`config.mk`:
```
export PLATFORM = sky130hd
export DESIGN_NAME = ctmm_excl_snoop_bcast
export DESIGN_NICKNAME = d
export VERILOG_FILES = /design/src/rtl/ctmm_excl_snoop_bcast.sv
export SDC_FILE = /design/constraint.sdc
export NUM_CORES = 1
export LEC_CHECK = 0
export ABC_AREA = 1
export BUFFER_PORTS_ARGS = -buffer_cell sky130_fd_sc_hd__buf_2
export CAP_MARGIN = 40
export CORE_MARGIN = 1
export CORE_UTILIZATION = 55
export CTS_CLUSTER_SIZE = 8
export DETAILED_ROUTE_END_ITERATION = 6
export PLACE_DENSITY_LB_ADDON = 0.2
export SYNTH_ARGS = -nofsm -noshare
export SYNTH_HDL_FRONTEND = slang
export SYNTH_SLANG_ARGS = --single-unit
```
`constraint.sdc`:
```
create_clock -name clk -period 5.84 [get_ports clk]
set_input_delay 1.168 -clock clk [delete_from_list [all_inputs] [get_ports clk]]
set_output_delay 1.168 -clock clk [all_outputs]
set_load 0.01 [all_outputs]
```
`src/rtl/ctmm_excl_snoop_bcast.sv`:
```
// Round-robin collector of namespace-entry access events feeding a FIFO that broadcasts one
// address per cycle to the exclusive monitors. Optional coalescing: `CTMM_SNOOP_COALESCE_EN.
module ctmm_excl_snoop_bcast #(
    parameter int NUM_PORTS  = 4,
    parameter int FIFO_DEPTH = 8,
    parameter int ADDR_W     = 32
) (
    input  logic                          clk,
    input  logic                          rst_n,
    input  logic [NUM_PORTS-1:0]          req_valid,
    input  logic [NUM_PORTS*ADDR_W-1:0]   req_addr,
    output logic [NUM_PORTS-1:0]          req_ready,
    input  logic                          bcast_stall,
    output logic                          ext_addr_match,
    output logic [ADDR_W-1:0]             ext_access_addr,
    output logic [$clog2(FIFO_DEPTH):0]   fifo_level
);
    localparam int AW  = $clog2(FIFO_DEPTH);
    localparam int PW  = AW + 1;
    localparam int RRW = $clog2(NUM_PORTS);

    logic [ADDR_W-1:0] mem [FIFO_DEPTH];
    logic [PW-1:0]     wr_ptr, rd_ptr, wr_nxt, rd_nxt;
    logic [RRW-1:0]    rr_ptr, gnt_idx;
    logic [ADDR_W-1:0] gnt_addr;
    logic              gnt_vld, coal_hit, accept, push, pop, empty, full;

    assign empty = (wr_ptr == rd_ptr);
    assign full  = (wr_ptr[AW-1:0] == rd_ptr[AW-1:0]) && (wr_ptr[AW] != rd_ptr[AW]);
    assign pop   = !empty && !bcast_stall;

    // Round-robin search starting at rr_ptr, wrapping modulo NUM_PORTS.
    always_comb begin
        int             idx;
        logic [RRW-1:0] idx_c;
        gnt_vld = 1'b0;
        gnt_idx = '0;
        idx     = 0;
        idx_c   = '0;
        for (int i = 0; i < NUM_PORTS; i++) begin
            idx = int'(rr_ptr) + i;
            if (idx >= NUM_PORTS) idx = idx - NUM_PORTS;
            idx_c = RRW'(idx);
            if (!gnt_vld && req_valid[idx_c]) begin
                gnt_vld = 1'b1;
                gnt_idx = idx_c;
            end
        end
    end

    always_comb begin
        gnt_addr = '0;
        for (int p = 0; p < NUM_PORTS; p++) begin
            if (gnt_idx == RRW'(p)) gnt_addr = req_addr[p*ADDR_W +: ADDR_W];
        end
    end

`ifdef CTMM_SNOOP_COALESCE_EN
    // A pending broadcast of the same address already clears the monitors; the head entry
    // leaving this cycle no longer counts as pending.
    always_comb begin
        logic [PW-1:0] occ;
        logic [AW-1:0] slot;
        occ      = wr_ptr - rd_ptr;
        slot     = '0;
        coal_hit = 1'b0;
        for (int k = 0; k < FIFO_DEPTH; k++) begin
            slot = rd_ptr[AW-1:0] + AW'(k);
            if ((PW'(k) < occ) && !(k == 0 && pop) && (mem[slot] == gnt_addr))
                coal_hit = 1'b1;
        end
        coal_hit = coal_hit && gnt_vld;
    end
`else
    assign coal_hit = 1'b0;
`endif

    assign accept = gnt_vld && (!full || coal_hit);
    assign push   = accept && !coal_hit;
    assign wr_nxt = wr_ptr + PW'(push);
    assign rd_nxt = rd_ptr + PW'(pop);

    // Ready is held low while reset is asserted so no requester sees a spurious accept.
    always_comb begin
        req_ready = '0;
        if (accept && rst_n) req_ready[gnt_idx] = 1'b1;
    end

    always_ff @(posedge clk or negedge rst_n) begin
        if (!rst_n) begin
            wr_ptr          <= '0;
            rd_ptr          <= '0;
            rr_ptr          <= '0;
            ext_addr_match  <= 1'b0;
            ext_access_addr <= '0;
            fifo_level      <= '0;
        end else begin
            wr_ptr         <= wr_nxt;
            rd_ptr         <= rd_nxt;
            fifo_level     <= wr_nxt - rd_nxt;
            ext_addr_match <= pop;
            if (pop) ext_access_addr <= mem[rd_ptr[AW-1:0]];
            if (accept) rr_ptr <= (gnt_idx == RRW'(NUM_PORTS - 1)) ? '0 : gnt_idx + 1'b1;
        end
    end

    always_ff @(posedge clk) begin
        if (push) mem[wr_ptr[AW-1:0]] <= gnt_addr;
    end
endmodule

```
==> impl_metrics.tcl, run 1 <==
set metrics [dict create \
    seq_area_mm2 0.00887 \
    grt_pass1_vias 9548 \
    hold_violations 0 \
    dp_hpwl_um 19200 \
    timing.fmax_mhz 221 \
    yosysTopAreaCell "edfxtp_1" \
    cts_max_level 2 \
    post-route-min-period_ns 4.53 \
    crit_path_cell_trace "buf_2, inv_1, o21ai_0, nand2_1, o21ai_0, nand3b_4, nand3_1, inv_1, ha_2, inv_1, nor2_1, buf_2" \
    vias_per_cell 5.47 \
    reg2regPathDepth 16 \
    hp-start "ext_access_addr[16]" \
    cts_tree "done" \
    multi_input_area_mm2 0.00382 \
    fin_setup_tns_ns 0 \
    final_common_cell "nand2_1" \
    num_rows 56 \
    clock_skew_ns 0.0123 \
    async_flop_share_pct 15.5 \
    drcViolationCount 0 \
    rsz0062_at_grt "false" \
    final.setup.worst_slack_ns 1.32 \
    required_ns 4.67 \
    cp-start-kind "input pin" \
    clock_sinks 303 \
    slowest_stage "ha_2" \
    clock_path_buffers 3 \
    maxCapViolCount 0 \
    area_delta_synth_final_pct 19.6 \
    num_antenna_cells 0 \
    ant_nets 0 \
    ios 176 \
    cts_resized 0 \
    dr.pass1.iters 5 \
    yosys_warnings 0 \
    syn-cell-area_mm2 0.0132 \
    gp_congestion 0.798 \
    cp-end-kind "output port" \
    worstReg2RegStart "rr_ptr[0]" \
    synth-edff-count 256 \
    synth_seq_cells 303 \
    grt_pass1_wl_um 51300 \
    crit_top_cell "inv_1" \
    clkLatencyLatePin_ns 0.52 \
    timing.critical_path.buf_inv 5 \
    final_cell_mix "nand2_1 (342), edfxtp_1 (256), buf_2 (176)" \
    synth_nets 1413 \
    crit_family "adder cells" \
    ys_seq_area_share_pct 67.3 \
    rrSetupSlack_ns 1.68 \
    outcome "complete, no violations" \
    cp_data_arrival_time_ns 3.36 \
    cpPeakStageDelay_ns 0.75 \
    port_buffers 175 \
    cts_root_buf "clkbuf_16" \
    synth.top_cell.area_share_pct 58.4 \
    layout-drive-gt1-share_pct 18.7 \
    finalNetCount 1586 \
    period_share_pct 77.5 \
    place_ws_ns 1.14 \
    synth_cell_types 28 \
    postSynthAreaPerCell_um2 10.4 \
    die_x_um 157 \
    overflow 0 \
    first_iter_violations 768 \
    syn_inst 1266 \
    worst_pin_slew_ns 0.857 \
    post_cts_buffers 0 \
    initial_core_util_pct 56.1 \
    path_max_fanout 34 \
    die_h_um 157 \
    clk_pin_slew_worst_paths_ns 0.05 \
    path_class "in -> out" \
    cts_buffers 43 \
    fp.coreArea_mm2 0.0235 \
    antenna_found_initial 0 \
    slew_headroom_pct 42.3 \
    r2r_end "mem[5][11]" \
    die_area_mm2 0.0246 \
    synth_area_leaders "edfxtp_1 (58%), nand2_1 (9.7%), dfrtp_1 (8.9%)" \
    drv_slew 0 \
    hp-class "reg -> reg" \
    min_to "ext_access_addr[16]" \
    vias 9806 \
    yosys_most_used_dff "edfxtp_1" \
    hold_path_depth 2 \
    drt_wl_total_um 33000 \
    setup_violations 0 \
    fillers 1784 \
    track_usage_pct 28.1 \
    ctsHoldBuffers 0 \
    grt_max_degree 73 \
    routedWlPerCell_um 18.4 \
]
[registers in the layout (all words and copies together), names as in the netlist]
signal / flops
fifo_level: 4
mem: 256
wr_ptr: 4
ext_addr_match: 1
ext_access_addr: 32
rr_ptr: 2
rd_ptr: 4
[Yosys cell counts, types with 2 or more instances]
cell type  number
edfxtp_1      256
buf_4           3
ha_1           11
buf_1           6
nand3_1        76
xor2_1          5
buf_2          25
a21oi_1        32
dfrtp_1        47
o21ai_1        27
nand2_2         3
nand4_1         2
o22ai_1         2
nor2_1        143
inv_1          61
xnor2_1         4
clkbuf_1       39
o21ai_0       139
buf_6           2
nand2_1       342
a31oi_1        32
inv_2           3
[layer usage]
| layer | GRT usage (%) | part of all wire, % | vias to the layer above |
|---|---|---|---|
| met5 | 0 | 0 | - |
| li1 | - | - | 4681 |
| met2 | 47.8 | 49 | 461 |
| met3 | 4.49 | 7.7 | 72 |
| met4 | 10.3 | 2.7 | 0 |
| met1 | 36.5 | 40 | 4592 |
[logic make-up (layout without fill, tap and decap cells)]
family	Yosys count	in the layout	synth area share, %
AO/OA/AOI/OAI	233	233	9.20
XOR/XNOR	9	9	0.598
adder cells (fa/ha/maj)	12	12	1.20
buffers and inverters	139	347	4.40
flip-flops	303	303	67.3
AND/OR/NAND/NOR	570	570	17.3
[worst min-delay path: cells and delay by family (launching register included)]
family	cells	cell delay [ns]
buffers and inverters	1	0.05
AO/OA/AOI/OAI	1	0.06
flip-flops	1	0.36
[worst max-delay path by stage]
| stage | from | end | slack, ns | cells after the start |
|---|---|---|---|---|
| after global routing | req_valid[1] | req_ready[1] | 1.09 | 12 |
| after detailed placement | req_valid[3] | mem[7][11] | 1.14 | 16 |
| final | req_valid[1] | req_ready[1] | 1.32 | 12 |
| after CTS | req_valid[1] | req_ready[1] | 1.31 | 12 |
| after global placement | req_valid[1] | mem[7][11] | 1.36 | 16 |
| after floorplan | req_valid[1] | req_ready[3] | 1.77 | 12 |
[metrics by stage]
step | std cells | util (%) | hold WS (ns) | area (um^2)
floorplan | 1266 | - | 0.494 | 13200
global placement | 1705 | 61.2 | 0.506 | 14400
detailed placement | 1712 | 61.9 | 0.510 | 14500
CTS | 1792 | 67.1 | 0.521 | 15700
global route | 1793 | 67.1 | 0.534 | 15800
finish | 1793 | 67.1 | 0.514 | 15800
[final cells by class]
cell class	instances	area share, %
clock inverters	3	0.167
inverters	64	1.54
multi-input cells	824	24.2
clock buffers	77	7.64
flip-flops and latches	303	56.3
repair buffers	203	7.58
well taps	319	2.53
Power of run 1 is left out: the tool's default activity adds up to more than one toggle a clock period on the data nets, which glitch-free logic cannot reach.
==> run 2: changes to the inputs <==
- clock period: 5.84 -> 4.4 ns (I/O delays scaled with it)
==> run 2 against run 1 <==
Net effect: non-clock buffer count is 17 higher; global-route usage is 1.3 points lower; via count is 0.47% higher; sequential share of layout area is 0.28 points lower; cell count is 0.95% higher; critical path depth is 1 lower.
==> impl_metrics.tcl, run 2 (synthesis gave the netlist of run 1 again) <==
set metrics [dict create \
    outcome "complete, no violations" \
    cts_max_level 2 \
    drt_wl_total_um 31700 \
    fin_setup_tns_ns 0 \
    finalNetCount 1603 \
    rrSetupSlack_ns 0.85 \
    ios 176 \
    die_area_mm2 0.0246 \
    post-route-min-period_ns 3.91 \
    num_antenna_cells 0 \
    clk_pin_slew_worst_paths_ns 0.05 \
    drcViolationCount 0 \
    post_cts_buffers 0 \
    setup_violations 0 \
    min_to "ext_access_addr[18]" \
    clkLatencyLatePin_ns 0.52 \
    path_class "reg -> out" \
    placed_cell_area_mm2 0.0146 \
    period_share_pct 88.9 \
    clock_path_buffers 3 \
    hp-class "reg -> reg" \
    initial_core_util_pct 56.1 \
    r2r_end "mem[7][11]" \
    rsz0062_at_grt "false" \
    cp-end-kind "output port" \
    dp_hpwl_um 18000 \
    slew_headroom_pct 46.2 \
    clock_sinks 303 \
    overflow 0 \
    final_cell_mix "nand2_1 (342), edfxtp_1 (256), buf_2 (175)" \
    multi_input_area_mm2 0.00383 \
    cts_root_buf "clkbuf_16" \
    path_max_fanout 30 \
    final_area_mm2 0.0158 \
    fillers 1769 \
    gp_congestion 0.789 \
    grt_pass1_vias 9492 \
    drv_slew 0 \
    dr.pass1.iters 5 \
    routedWlPerCell_um 17.5 \
    grt_pass1_wl_um 49500 \
    cp_data_arrival_time_ns 3.03 \
    die_h_um 157 \
    area_delta_synth_final_pct 20.2 \
    worst_pin_slew_ns 0.807 \
    reg2regPathDepth 16 \
    port_buffers 175 \
    grt_max_degree 77 \
    worstReg2RegStart "rr_ptr[0]" \
    hp-start "ext_access_addr[18]" \
    cts_buffers 43 \
    clock_skew_ns 0.0116 \
    hold_violations 0 \
    maxCapViolCount 0 \
    ant_nets 0 \
    cts_tree "done" \
    largest_register_ffs 256 \
    antenna_found_initial 0 \
    num_rows 56 \
    seq_area_mm2 0.00887 \
    final_common_cell "nand2_1" \
    hold_path_depth 2 \
    vias_per_cell 5.44 \
    fp.coreArea_mm2 0.0235 \
    first_iter_violations 771 \
    vias 9852 \
    cp-start-kind "register" \
    layout-drive-gt1-share_pct 19.6 \
    track_usage_pct 26.9 \
    cp-startpoint "rr_ptr[0]" \
    die_x_um 157 \
    timing.fmax_mhz 256 \
    required_ns 3.52 \
]
==> run 2: changes by cell type in the layout (fill, tap and decap cells not counted) <==
cell and delta:
buf_4 +23, buf_16 -3, buf_12 -2, inv_6 -2, buf_2 -1, clkbuf_16 +1, clkinv_8 +1, ha_2 -1
ha_4 +1
==> run 2: through the flow <==
step / util (%) / setup slack [ns] / hold WS, ns / cells
5_1_grt: 67.5 / 0.189 / 0.530 / 1810
6_report: 67.5 / 0.488 / 0.514 / 1810
3_5_place_dp: 62.1 / 0.382 / 0.510 / 1730
4_1_cts: 67.4 / 0.245 / 0.521 / 1810
3_3_place_gp: 62.0 / 0.523 / 0.506 / 1729
2_1_floorplan: - / 0.906 / 0.494 / 1266
==> run 2: final cells by class <==
type / count / area share, %
sequential: 303 / 56.0
multi-input combinational: 824 / 24.2
timing repair buffer: 220 / 7.82
clock buffer: 78 / 7.76
tap: 319 / 2.52
inverter: 64 / 1.53
clock inverter: 2 / 0.158
==> run 2: what timing repair did <==
item                       in CTS  in global routing
resized for setup               0                  1
hold buffers                    0                  0
setup endpoints to repair       0                  1
==> run 2: how the worst max path moves through the flow <==
stage | endpoint | slack [ns] | cells after the start
after global placement | mem[4][11] | 0.52 | 14
after CTS | req_ready[1] | 0.25 | 11
after global routing | req_ready[2] | 0.19 | 13
after floorplan | req_ready[3] | 0.91 | 12
final | req_ready[1] | 0.49 | 11
after detailed placement | mem[4][14] | 0.38 | 14
==> run 2: metal layers <==
metal / track usage (%) / part of all wire (%)
met3: 4.62 / 7.8
met2: 45.0 / 49
met5: 0 / 0
met1: 35.0 / 41
met4: 10.4 / 2.6
==> run 2: worst max-delay path, stage by stage, from the launching register on <==
cell and delay [ns]:
dfrtp_1 0.63, inv_2 0.16, nand2_1 0.10, nand2_2 0.09, o21ai_0 0.25, nand3b_4 0.21, nand3_1 0.12, inv_1 0.15
ha_4 0.46, inv_1 0.09, nor2_1 0.10, buf_2 0.14
Power of run 2 is left out for the same reason.
